### src/rtl/cmp_result_checker_expect.sv
// Purely combinational reference compare: flags whether in_res matches {0..0, a<b}.
// Latency: 0 cycles (combinational).
// Backpressure: none; evaluated every cycle regardless of handshake.
module cmp_expect #(
    parameter int WIDTH = 6
) (
    input  logic [WIDTH-1:0] a,
    input  logic [WIDTH-1:0] b,
    input  logic [WIDTH-1:0] res,
    output logic             match
);

    logic [WIDTH-1:0] expect_val;

    // Unsigned less-than, zero-extended into the LSB; every bit must agree.
    always_comb begin
        expect_val = '0;
        expect_val = WIDTH'(a < b);
        match      = (res == expect_val);
    end

endmodule

### config.mk
export PLATFORM = sky130hd
export DESIGN_NAME = cmp_expect
export DESIGN_NICKNAME = d
export VERILOG_FILES = /design/src/rtl/cmp_result_checker_expect.sv
export SDC_FILE = /design/constraint.sdc
export NUM_CORES = 1
export LEC_CHECK = 0
export BUFFER_PORTS_ARGS = -buffer_cell sky130_fd_sc_hd__clkbuf_2
export CORE_AREA = 2 2 39 41
export DETAILED_ROUTE_END_ITERATION = 10
export DIE_AREA = 0 0 41 43
export PLACE_DENSITY = 0.35
export SYNTH_ARGS = -nofsm -noshare
export SYNTH_HDL_FRONTEND = slang
export SYNTH_SLANG_ARGS = --single-unit
### constraint.sdc
create_clock -name vclk -period 1.4
set_input_delay 0.28 -clock vclk [all_inputs]
set_output_delay 0.28 -clock vclk [all_outputs]
set_load 0.05 [all_outputs]
==> impl_metrics.tcl <==
set metrics [dict create \
    status "finished, violations left" \
    violations "negative setup slack" \
    period_minus_slack_ns 1.77 \
    grt_pass1_vias 202 \
    syn-num-nets 43 \
    drv_cap 0 \
    yosysUniqueCellTypes 10 \
    row_count 14 \
    die_area_um2 1760 \
    syn_to_final_growth_pct 166 \
    io_pins 19 \
    design_area_um2 409 \
    place_hpwl_um 448 \
    rsz0062_at_grt "true" \
    grt.total_usage_pct 5.89 \
    n_clock_buffer 0 \
    yosys_warnings 0 \
    wl_per_cell_um 8.09 \
    leakage_nw 0.184 \
    synth_area_per_cell_um2 7.69 \
    syn-cell-area_um2 154 \
    slew_headroom_pct 86.1 \
    required_ns 1.12 \
    placed_area_um2 364 \
    fp.dieW_um 41 \
    firstDrtPassIters 1 \
    core_area_um2 1380 \
    viasPerCell 3.85 \
    grt_pass1_wl_um 765 \
    peakVddDrop_uv 92.7 \
    critPathMaxFanout 2 \
    startpoint_type "input port" \
    crit_type "input port to primary output" \
    ant_nets 0 \
    drv_slew 0 \
    seq_area_um2 0 \
    drt_first_iter_violations 0 \
    fin_nets 64 \
    crit_path_end_kind "primary output" \
    hold_viol 0 \
    powerDensity_nw_per_um2 282 \
    grt_max_degree 4 \
    post_cts_buffers 0 \
    antenna_found_initial 0 \
    finalSetupViolations 1 \
    total_power_mw 0.115 \
    drcViolationCount 0 \
    fp.dieH_um 43 \
    synth_cells 20 \
    place_ws_ns -0.557 \
    tns_ns -0.369 \
    worstMarginPinSlew_ns 0.209 \
    wirelength_um 445 \
    initial_core_util_pct 11.1 \
    ys_seq_area_share_pct 0 \
    finalCritPeriodShare_pct 126 \
    nFlopsAndLatches 0 \
    place_congestion 0.646 \
    antenna_cells 0 \
    whs_ns 0.847 \
    fin_ws_ns -0.369 \
    drive_gt1_share_pct 84.6 \
    vias 212 \
    timing.fmax_mhz 565 \
    grt_overflow_total 0 \
    arrival_ns 1.49 \
    worstHoldPathType "input port to primary output" \
    io_buffers 19 \
]
[through the flow]
stage          cells  util [%]
6_report          55      29.6
5_1_grt           55      29.6
4_1_cts           55      27.6
3_5_place_dp      55      26.3
3_3_place_gp      55      26.3
2_1_floorplan     20         -
[worst max-delay path: stages]
cell      delay (ns)
buf_8           0.09
inv_12          0.03
ha_4            0.25
nand4_1         0.11
o221ai_2        0.24
xnor2_2         0.11
nor3_4          0.20
buf_8           0.16
[cells in the mapped netlist]
cell / count / area [um^2]
ha_1: 5 / 62.6
inv_1: 5 / 18.8
a21oi_1: 3 / 15.0
nand2_1: 1 / 3.75
nand2b_1: 1 / 6.26
nand4_1: 1 / 6.26
nor3_2: 1 / 10.0
o221ai_2: 1 / 15.0
or4_1: 1 / 7.51
xnor2_1: 1 / 8.76
[logic make-up (layout without fill, tap and decap cells)]
logic type | count (synthesis) | after routing | share of synthesized area (%)
XOR/XNOR | 1 | 1 | 5.69
buffers and inverters | 5 | 24 | 12.2
AND/OR/NAND/NOR | 5 | 5 | 22.0
AO/OA/AOI/OAI | 4 | 4 | 19.5
adder cells (fa/ha/maj) | 5 | 5 | 40.7
[area by class of cell]
| class | instances | area, um^2 |
|---|---|---|
| inverter | 5 | 38.8 |
| fill | 153 | 975 |
| multi-input combinational | 15 | 210 |
| tap | 16 | 20.0 |
| timing repair buffer | 19 | 140 |
[final timing paths]
| check | end | from | depth (start not counted) |
|---|---|---|---|
| worst max-delay path | match | b[3] | 8 |
| worst min-delay path | match | res[4] | 3 |
[cells in the final DEF (no fill, tap or decap), types with 2 or more instances in the layout]
cell type and count:
ha_4 4, clkbuf_2 13, a21oi_2 3, inv_4 3, buf_8 2, buf_6 4
[power breakdown]
group / internal, mW / switching, mW
clock: 0 / 0
sequential: 0 / 0
combinational: 0.0674 / 0.0478
total: 0.0674 / 0.0478
[metal layers]
layer	GRT usage, %	vias to the layer above	wire [um]
met2	11.9	9	276
li1	-	109	-
met3	0	0	36
met5	0	-	0
met4	0	0	0
met1	6.65	94	132
[what timing repair did]
| item | in CTS | in global routing |
|---|---|---|
| resized for setup | 4 | 10 |
| hold buffers | 0 | 0 |
| pin swaps | 4 | 5 |
| endpoints found under the setup margin | 1 | 1 |
| cloned | 0 | 0 |
| endpoints found under the hold margin | 0 | 0 |
No activity file was read; power rests on OpenSTA's default activity.
